===== src/rtl/alu_share_arbiter_if.sv =====
// alu_share_arbiter_if: requester handshake, ALU drive/return and response bundle
interface alu_share_arbiter_if #(
  parameter int NUM_REQ = 2,
  parameter int W = 32
);
  logic [NUM_REQ-1:0]   req_valid;
  logic [NUM_REQ-1:0]   req_ready;
  logic [4*NUM_REQ-1:0] req_ctl;
  logic [W*NUM_REQ-1:0] req_a;
  logic [W*NUM_REQ-1:0] req_b;
  logic [3:0]           alu_ctl;
  logic [W-1:0]         alu_a;
  logic [W-1:0]         alu_b;
  logic [W-1:0]         alu_out;
  logic                 alu_zero;
  logic [NUM_REQ-1:0]   rsp_valid;
  logic [NUM_REQ-1:0]   rsp_ready;
  logic [W-1:0]         rsp_data;
  logic                 rsp_zero;
  logic                 busy;
  modport slave (
    input  req_valid, req_ctl, req_a, req_b, alu_out, alu_zero, rsp_ready,
    output req_ready, alu_ctl, alu_a, alu_b, rsp_valid, rsp_data, rsp_zero, busy
  );
  modport master (
    output req_valid, req_ctl, req_a, req_b, alu_out, alu_zero, rsp_ready,
    input  req_ready, alu_ctl, alu_a, alu_b, rsp_valid, rsp_data, rsp_zero, busy
  );
endinterface


===== src/rtl/alu_share_arbiter.sv =====
// alu_share_arbiter: round-robin sharing of one combinational ALU among NUM_REQ requesters
module alu_share_arbiter #(
  parameter int NUM_REQ = 2,
  parameter int W = 32
) (
  input logic clk,
  input logic reset,
  alu_share_arbiter_if.slave bus
);
  localparam int PW = $clog2(NUM_REQ);
  typedef enum logic [1:0] {IDLE, EXEC, RESP} state_t;
  state_t r_state, w_next;
  logic [PW-1:0] r_ptr, r_grant, w_pick, w_idx;
  logic w_found, w_accept, w_release;
  logic [3:0] r_ctl;
  logic [W-1:0] r_a, r_b, r_data;
  logic r_zero;
  logic [3:0] w_ctl [NUM_REQ];
  logic [W-1:0] w_a [NUM_REQ];
  logic [W-1:0] w_b [NUM_REQ];
  for (genvar i = 0; i < NUM_REQ; i++) begin : g_split
    assign w_ctl[i] = bus.req_ctl[4*i +: 4];
    assign w_a[i]   = bus.req_a[W*i +: W];
    assign w_b[i]   = bus.req_b[W*i +: W];
  end
  // scan from the highest offset down so the lowest offset from r_ptr wins
  always_comb begin
    w_found = 1'b0;
    w_pick  = '0;
    w_idx   = '0;
    for (int k = NUM_REQ - 1; k >= 0; k--) begin
      w_idx = PW'((int'(r_ptr) + k) % NUM_REQ);
      if (bus.req_valid[w_idx]) begin
        w_found = 1'b1;
        w_pick  = w_idx;
      end
    end
  end
  assign w_accept      = (r_state == IDLE) && w_found && !reset;
  assign w_release     = (r_state == RESP) && bus.rsp_ready[r_grant];
  assign bus.req_ready = w_accept ? NUM_REQ'(1) << w_pick : '0;
  assign bus.rsp_valid = (r_state == RESP) ? NUM_REQ'(1) << r_grant : '0;
  assign bus.alu_ctl   = r_ctl;
  assign bus.alu_a     = r_a;
  assign bus.alu_b     = r_b;
  assign bus.rsp_data  = r_data;
  assign bus.rsp_zero  = r_zero;
  assign bus.busy      = r_state != IDLE;
  always_comb begin
    w_next = r_state;
    w_next = (r_state == IDLE) ? (w_found ? EXEC : IDLE) :
             (r_state == EXEC) ? RESP : (w_release ? IDLE : RESP);
  end
  always_ff @(posedge clk) begin
    if (reset) begin
      r_state <= IDLE;
      r_ptr   <= '0;
      r_grant <= '0;
      r_ctl   <= '0;
      r_a     <= '0;
      r_b     <= '0;
      r_data  <= '0;
      r_zero  <= 1'b0;
    end else begin
      r_state <= w_next;
      if (w_accept) begin
        r_ctl   <= w_ctl[w_pick];
        r_a     <= w_a[w_pick];
        r_b     <= w_b[w_pick];
        r_grant <= w_pick;
      end
      if (r_state == EXEC) begin
        r_data <= bus.alu_out;
        r_zero <= bus.alu_zero;
      end
      if (w_release) r_ptr <= (r_grant == PW'(NUM_REQ - 1)) ? '0 : r_grant + 1'b1;
    end
  end
endmodule


===== src/flat_wrapper.sv =====
// flat-port wrapper written by rule: the top's interface ports become plain ports
module alu_share_arbiter_flat 
#(
  parameter int NUM_REQ = 2,
  parameter int W = 32
)
  (clk, reset, bus_req_valid, bus_req_ctl, bus_req_a, bus_req_b, bus_alu_out, bus_alu_zero, bus_rsp_ready, bus_req_ready, bus_alu_ctl, bus_alu_a, bus_alu_b, bus_rsp_valid, bus_rsp_data, bus_rsp_zero, bus_busy);
  alu_share_arbiter_if #(.NUM_REQ(NUM_REQ), .W(W)) bus_i ();
  input logic clk;
  input logic reset;
  input wire logic [$bits(bus_i.req_valid)-1:0] bus_req_valid;
  input wire logic [$bits(bus_i.req_ctl)-1:0] bus_req_ctl;
  input wire logic [$bits(bus_i.req_a)-1:0] bus_req_a;
  input wire logic [$bits(bus_i.req_b)-1:0] bus_req_b;
  input wire logic [$bits(bus_i.alu_out)-1:0] bus_alu_out;
  input wire logic [$bits(bus_i.alu_zero)-1:0] bus_alu_zero;
  input wire logic [$bits(bus_i.rsp_ready)-1:0] bus_rsp_ready;
  output wire logic [$bits(bus_i.req_ready)-1:0] bus_req_ready;
  output wire logic [$bits(bus_i.alu_ctl)-1:0] bus_alu_ctl;
  output wire logic [$bits(bus_i.alu_a)-1:0] bus_alu_a;
  output wire logic [$bits(bus_i.alu_b)-1:0] bus_alu_b;
  output wire logic [$bits(bus_i.rsp_valid)-1:0] bus_rsp_valid;
  output wire logic [$bits(bus_i.rsp_data)-1:0] bus_rsp_data;
  output wire logic [$bits(bus_i.rsp_zero)-1:0] bus_rsp_zero;
  output wire logic [$bits(bus_i.busy)-1:0] bus_busy;
  assign bus_i.req_valid = bus_req_valid;
  assign bus_i.req_ctl = bus_req_ctl;
  assign bus_i.req_a = bus_req_a;
  assign bus_i.req_b = bus_req_b;
  assign bus_i.alu_out = bus_alu_out;
  assign bus_i.alu_zero = bus_alu_zero;
  assign bus_i.rsp_ready = bus_rsp_ready;
  assign bus_req_ready = bus_i.req_ready;
  assign bus_alu_ctl = bus_i.alu_ctl;
  assign bus_alu_a = bus_i.alu_a;
  assign bus_alu_b = bus_i.alu_b;
  assign bus_rsp_valid = bus_i.rsp_valid;
  assign bus_rsp_data = bus_i.rsp_data;
  assign bus_rsp_zero = bus_i.rsp_zero;
  assign bus_busy = bus_i.busy;
  alu_share_arbiter #(.NUM_REQ(NUM_REQ), .W(W)) u_core (.clk(clk), .reset(reset), .bus(bus_i));
endmodule

===== config.mk =====
export PLATFORM = sky130hd
export DESIGN_NAME = alu_share_arbiter_flat
export DESIGN_NICKNAME = d
export VERILOG_FILES = /design/src/rtl/alu_share_arbiter_if.sv /design/src/rtl/alu_share_arbiter.sv /design/src/flat_wrapper.sv
export SDC_FILE = /design/constraint.sdc
export NUM_CORES = 1
export LEC_CHECK = 0
export CAP_MARGIN = 20
export CORE_MARGIN = 4
export CORE_UTILIZATION = 39
export CTS_BUF_LIST = sky130_fd_sc_hd__clkbuf_8
export DETAILED_ROUTE_END_ITERATION = 10
export HOLD_SLACK_MARGIN = 0.05
export PLACE_DENSITY = 0.87
export SLEW_MARGIN = 10
export SYNTH_ARGS = -nofsm -noshare
export SYNTH_HDL_FRONTEND = slang
export SYNTH_SLANG_ARGS = --single-unit

===== constraint.sdc =====
create_clock -name clk -period 2.65 [get_ports clk]
set_input_delay 0.3975 -clock clk [delete_from_list [all_inputs] [get_ports clk]]
set_output_delay 0.3975 -clock clk [all_outputs]
set_load 0.005 [all_outputs]

==> results of run 1 <==
metrics by stage:
step / cell area [µm²] / std cells / utilization, % / worst slack [ps] / hold WS [ps]
2_1_floorplan: 4058 / 430 / - / 1053 / 452.7
3_3_place_gp: 6943 / 809 / 69.75 / 418.8 / 441.0
3_5_place_dp: 6943 / 809 / 69.75 / 369.7 / 445.6
4_1_cts: 7163 / 825 / 71.96 / 308.6 / 459.9
5_1_grt: 7163 / 825 / 71.96 / 238.0 / 485.7
6_report: 7163 / 825 / 71.96 / 329.5 / 457.2
cells by family after synthesis:
group | after synthesis | share of synthesized area, %
compound gates | 117 | 22.02
mux | 1 | 0.2467
flops | 105 | 51.80
simple gates | 161 | 20.66
buf+inv | 46 | 5.273
state kept, by name (all words and copies together), names as in the netlist:
register,cells
u_core.bus.rsp_zero,1
u_core.bus.alu_ctl,4
u_core.bus.alu_b,32
u_core.r_grant,1
u_core.bus.alu_a,32
u_core.r_ptr,1
u_core.bus.rsp_data,32
u_core.r_state,2
critical path, stage by stage (launching register included):
cell and delay, ps:
dfxtp_1 520, nor2_1 150, inv_1 300, clkdlybuf4s50_1 580
routing by layer:
metal / global-route usage, % / vias up / routed length [µm]
li1: - / 2108 / -
met1: 24.46 / 2045 / 5496
met2: 43.24 / 208 / 7812
met3: 10.89 / 35 / 1784
met4: 10.33 / 0 / 546
met5: 0 / - / 0
area by class of cell:
type	count	area [µm²]
Clock buffer	9	123.9
Clock inverter	7	96.34
Fill cell	740	2791
Inverter	1	3.754
Multi-Input combinational cell	279	1765
Sequential cell	105	2102
Tap cell	133	166.4
Timing Repair Buffer	291	2905
worst paths after layout:
check	from	endpoint	slack, ps	cells past startpoint
min reg2reg	u_core.bus.rsp_data[12]$_SDFFE_PP0N_	u_core.bus.rsp_data[12]$_SDFFE_PP0N_	460	2
max reg2reg	u_core.r_state[0]$_SDFF_PP0_	u_core.bus.alu_a[14]$_SDFFE_PP0P_	870	4
max	u_core.r_state[1]$_SDFF_PP0_	bus_busy	330	3
min	u_core.bus.rsp_data[12]$_SDFFE_PP0N_	u_core.bus.rsp_data[12]$_SDFFE_PP0N_	460	2
synthesized netlist by cell type:
| library cell | instances | area, µm² |
|---|---|---|
| nand2_1 | 67 | 251.5 |
| and2b_1 | 1 | 7.510 |
| nand3b_1 | 1 | 7.510 |
| a21oi_1 | 37 | 185.2 |
| buf_2 | 9 | 45.04 |
| nor3b_1 | 1 | 7.510 |
| nor3_4 | 1 | 16.27 |
| inv_1 | 1 | 3.750 |
| and2_1 | 1 | 6.260 |
| o21bai_1 | 1 | 7.510 |
| and3_1 | 59 | 369.1 |
| buf_4 | 2 | 15.01 |
| buf_6 | 3 | 33.78 |
| a31oi_1 | 10 | 62.56 |
| buf_1 | 1 | 3.750 |
| nor2_1 | 3 | 11.26 |
| dfxtp_1 | 105 | 2102 |
| a221o_1 | 58 | 580.6 |
| nor3_1 | 2 | 10.01 |
| clkbuf_1 | 30 | 112.6 |
| nand3_1 | 10 | 50.05 |
| o21ai_0 | 10 | 50.05 |
| a21boi_1 | 1 | 7.510 |
| nand4_1 | 10 | 62.56 |
| mux2i_1 | 1 | 10.01 |
| or2_2 | 1 | 6.260 |
| or2b_1 | 2 | 15.01 |
| and3b_1 | 2 | 17.52 |
report_power, final:
part | internal [mW] | switching (mW) | leakage, nW
Clock | 0.532 | 0.574 | 0.107
Combinational | 0.603 | 0.345 | 1.87
Sequential | 1.72 | 0.0897 | 0.862
Total | 2.85 | 1.01 | 2.84
==> qor.yml, run 1 <==
worst_hold_path:
  min_path_type: "reg2reg"
run_status:
  outcome: "complete, no violations"
critical_path:
  start_kind: "register"
  crit_fanout: 12
  end_kind: "primary output"
  crit_required_ps: 2250
  cp.arrival_ps: 1920
  critPathKind: "reg2out"
logic_synthesis:
  synth_cells: 430
  syn_area_per_cell_um2: 9.436
  syn-num-nets: 605
  ys_ff_latch: 105
  syn-cell-area_um2: 4058
  synth_warnings: 0
  yosysSeqAreaShare_pct: 51.80
  ys_types: 28
sta:
  setup_viol: 0
  fin_setup_tns_ps: 0
  finalHoldViolations: 0
  worstMarginPinSlew_ps: 655.1
  timing.fmax_mhz: 430.9
  slew-limit-headroom_pct: 56.17
  slew_viol_final: 0
  fin_crit_ps: 2320
  grt_setup_unrepaired: "false"
  min_period_over_period_pct: 87.57
  skew_ps: 10.59
finish:
  diodes: 0
  layout_commonest_cell: "clkdlybuf4s50_1"
  final_cell_mix: "279 x clkdlybuf4s50_1, 105 x dfxtp_1, 67 x nand2_1"
  area_growth_pct: 76.53
  drive_gt1_share_pct: 4.624
  layout.nets: 862
run:
  timing.max_cap.violations: 0
die:
  die_h_um: 110
  row_count: 36
  die_area_um2: 12100
  io_pins: 281
  die_w_um: 110
  design.core.area_um2: 9955
  start_util_pct: 40.76
grt:
  grt_usage_pct: 24.30
  grt_pass1_vias: 4402
  grt.overflow.total: 0
  antenna_found_initial: 0
  grt_first_pass_wirelength_mm: 22.56
  grt_max_degree: 69
route:
  drc: 0
  detail_route.first_pass.iterations: 4
  drt_wl_total_mm: 15.64
  wl_per_cell_um: 18.96
  drtAntennaViolNets: 0
  viasPerCell: 5.328
  drt-initial-drc-count: 311
  vias: 4396
cts:
  clk_latency_ps: 390
  cts_tree: "done"
  clockBufferDepth: 2
  cts-resized-gates: 0
  htreeDepth: 3
  cts_hold_buf: 0
  cts_setup_buffers: 0
  clkSlewWorstSetupHoldPaths_ps: 100
  numCtsBuffers: 9
  root_buffer: "clkbuf_8"
  clock-sinks: 105
placement:
  post-dp-hpwl_mm: 11.51
  place_congestion: 0.8110
  io_buffers: 280
power_and_ir_drop:
  leakagePower_nw: 2.836
  power_density_nw_per_um2: 539.2
  power_mw: 3.863
  irDropWorstVdd_v: 0.0003707
Power figures use the tool's default switching activity.
==> inputs of run 2 (changes only) <==
- PLACE_DENSITY: 0.87 -> 0.88
==> run 2 against run 1 <==
Effect of this change: register-to-register slack better by 20 ps; final area down 0.40%; clock skew up 5.2 ps; clock power down 5%; fmax down 0.16%; largest cell class unchanged.
==> qor.yml, run 2 (synthesized netlist as in run 1, its figures left out) <==
run_status:
  outcome: "complete, no violations"
grt:
  grt_max_degree: 69  # unchanged
  grt_usage_pct: 24.82  # +0.51 points
  antenna_found_initial: 0  # unchanged
  grt_pass1_vias: 4647  # +5.6%
  grt.overflow.total: 0  # unchanged
  grt_first_pass_wirelength_mm: 23.36  # +3.5%
finish:
  layout_commonest_cell: "clkdlybuf4s50_1"
  nFillCells: 741  # +0.14%
  layout.nets: 861  # -0.12%
  area_growth_pct: 75.82
  diodes: 0  # unchanged
  final_cell_mix: "279 x clkdlybuf4s50_1, 105 x dfxtp_1, 67 x nand2_1"
  design_area_um2: 7134  # -0.40%
  drive_gt1_share_pct: 4.631  # +0.0067 points
cts:
  cts_setup_buffers: 0  # unchanged
  clkSlewWorstSetupHoldPaths_ps: 100  # about the same
  cts-resized-gates: 0  # unchanged
  cts_tree: "done"
  clockBufferDepth: 2  # unchanged
  clk_latency_ps: 360  # -30 ps
  clock-sinks: 105  # unchanged
  numCtsBuffers: 9  # unchanged
  cts_hold_buf: 0  # unchanged
  htreeDepth: 3  # unchanged
  root_buffer: "clkbuf_8"
critical_path:
  crit_cells: 3  # unchanged
  path_cells: "nor2_1, inv_1, clkdlybuf4s50_1"
  critPathKind: "reg2out"
  worst-path-buf-inv: 2  # unchanged
  crit_fanout: 12  # unchanged
  worst-r2r-setup-slack_ps: 890  # +20 ps
  end_kind: "primary output"
  start_kind: "register"
  slowest_stage: "clkdlybuf4s50_1"
  crit_required_ps: 2250  # about the same
  r2r-start: "u_core.r_state[1]$_SDFF_PP0_"
  timing.rr.end: "u_core.bus.alu_a[7]$_SDFFE_PP0P_"
  cp_top_family: "buffers and inverters"
  startpoint: "u_core.r_state[1]$_SDFF_PP0_"
  crit_end: "bus_busy"
  r2r_cells: 4  # unchanged
  cp.arrival_ps: 1930  # about the same
  critPathMaxStageDelay_ps: 580  # about the same
die:
  row_count: 36  # unchanged
  design.core.area_um2: 9955  # unchanged
  start_util_pct: 40.76  # unchanged
  die_w_um: 110  # unchanged
  io_pins: 281  # unchanged
  die_h_um: 110  # unchanged
  die_area_um2: 12100  # unchanged
route:
  drt-initial-drc-count: 331  # +6.4%
  vias: 4486  # +2.0%
  drc: 0  # unchanged
  drtAntennaViolNets: 0  # unchanged
  drt_wl_total_mm: 15.81  # +1.1%
  detail_route.first_pass.iterations: 8  # +4
  viasPerCell: 5.444  # +2.2%
  wl_per_cell_um: 19.18  # +1.2%
sta:
  fin_crit_ps: 2324  # +3.760 ps
  skew_ps: 15.77  # +5.184 ps
  min_period_over_period_pct: 87.71  # +0.14 points
  worstMarginPinSlew_ps: 644.7  # -10.40 ps
  slew_viol_final: 0  # unchanged
  slew-limit-headroom_pct: 57.02  # +0.85 points
  setup_viol: 0  # unchanged
  finalHoldViolations: 0  # unchanged
  grt_setup_unrepaired: "false"
  fin_setup_tns_ps: 0  # unchanged
  timing.fmax_mhz: 430.2  # -0.16%
power_and_ir_drop:
  irDropWorstVdd_v: 0.0002857  # -23%
  power_mw: 3.804  # -1.5%
  power_density_nw_per_um2: 533.2  # -1.1%
  leakagePower_nw: 2.827  # -0.33%
placement:
  dpl_cell_area_um2: 6923  # -0.29%
  place_congestion: 0.8169  # +0.73%
  io_buffers: 280  # unchanged
  post-dp-hpwl_mm: 11.67  # +1.4%
run:
  timing.max_cap.violations: 0  # unchanged
worst_hold_path:
  min_path_type: "reg2reg"
[run 2: changes by cell type in the layout (fill, tap and decap cells not counted), sizes merged]
| cell | previous run | this run |
|---|---|---|
| bufinv | 2 | 1 |
| clkbuf | 9 | 11 |
| clkinv | 2 | 1 |
| buf | 12 | 11 |
| clkinvlp | 2 | 1 |
| inv | 2 | 3 |
[run 2: report_power, final]
part	switching, mW	internal (mW)	leakage (nW)
registers	0.0919	1.72	0.862
clock network	0.556	0.495	0.106
logic	0.344	0.597	1.86
total	0.992	2.81	2.83
[run 2: worst min-delay path by stage]
stage,startpoint,endpoint,slack [ps],cells after the start
3_3_place_gp,u_core.bus.rsp_data[19]$_SDFFE_PP0N_,u_core.bus.rsp_data[19]$_SDFFE_PP0N_,440,2
3_5_place_dp,u_core.bus.rsp_data[7]$_SDFFE_PP0N_,u_core.bus.rsp_data[7]$_SDFFE_PP0N_,450,2
4_1_cts,u_core.bus.rsp_data[7]$_SDFFE_PP0N_,u_core.bus.rsp_data[7]$_SDFFE_PP0N_,460,2
6_report,u_core.bus.rsp_data[7]$_SDFFE_PP0N_,u_core.bus.rsp_data[7]$_SDFFE_PP0N_,460,2
5_1_grt,u_core.bus.rsp_data[23]$_SDFFE_PP0N_,u_core.bus.rsp_data[23]$_SDFFE_PP0N_,480,2
2_1_floorplan,u_core.bus.rsp_data[0]$_SDFFE_PP0N_,u_core.bus.rsp_data[0]$_SDFFE_PP0N_,450,2
[run 2: worst register-to-register path, cell delays in order, from the launching register on]
cell and delay (ps):
dfxtp_1 410, nor3_4 250, and3_2 220, buf_4 510, a221o_1 310
[run 2: per-layer routing]
metal	track usage, %	vias to the layer above	routed length, µm	part of all wire [%]
met4	9.172	0	330	2.1
met5	0	-	0	0
met2	45.32	253	8089	51
li1	-	2109	-	-
met1	26.42	2096	5787	37
met3	8.154	28	1599	10
[run 2: per-stage QoR]
stage          util [%]  std cells  hold WS, ps  setup WS [ps]
2_1_floorplan         -        430        452.7           1053
3_3_place_gp      69.55        808        440.8          414.9
3_5_place_dp      69.55        808        449.2          411.2
4_1_cts           71.67        824        463.8          329.8
5_1_grt           71.67        824        483.4          196.3
6_report          71.67        824        462.5          325.7
[run 2: cell type report]
| type | instances | area, µm² | area share (%) |
|---|---|---|---|
| clock buffer | 11 | 151.4 | 2.122 |
| clock inverter | 5 | 60.06 | 0.8418 |
| inverter | 1 | 3.754 | 0.05261 |
| multi-input combinational | 279 | 1765 | 24.75 |
| sequential | 105 | 2102 | 29.46 |
| tap | 133 | 166.4 | 2.333 |
| timing repair buffer | 290 | 2885 | 40.44 |
==> inputs of run 3 (changes only) <==
- SKIP_LAST_GASP: unset -> 1
==> results of run 3 <==
The final DEF is identical to that of run 2; final timing and power are the same.
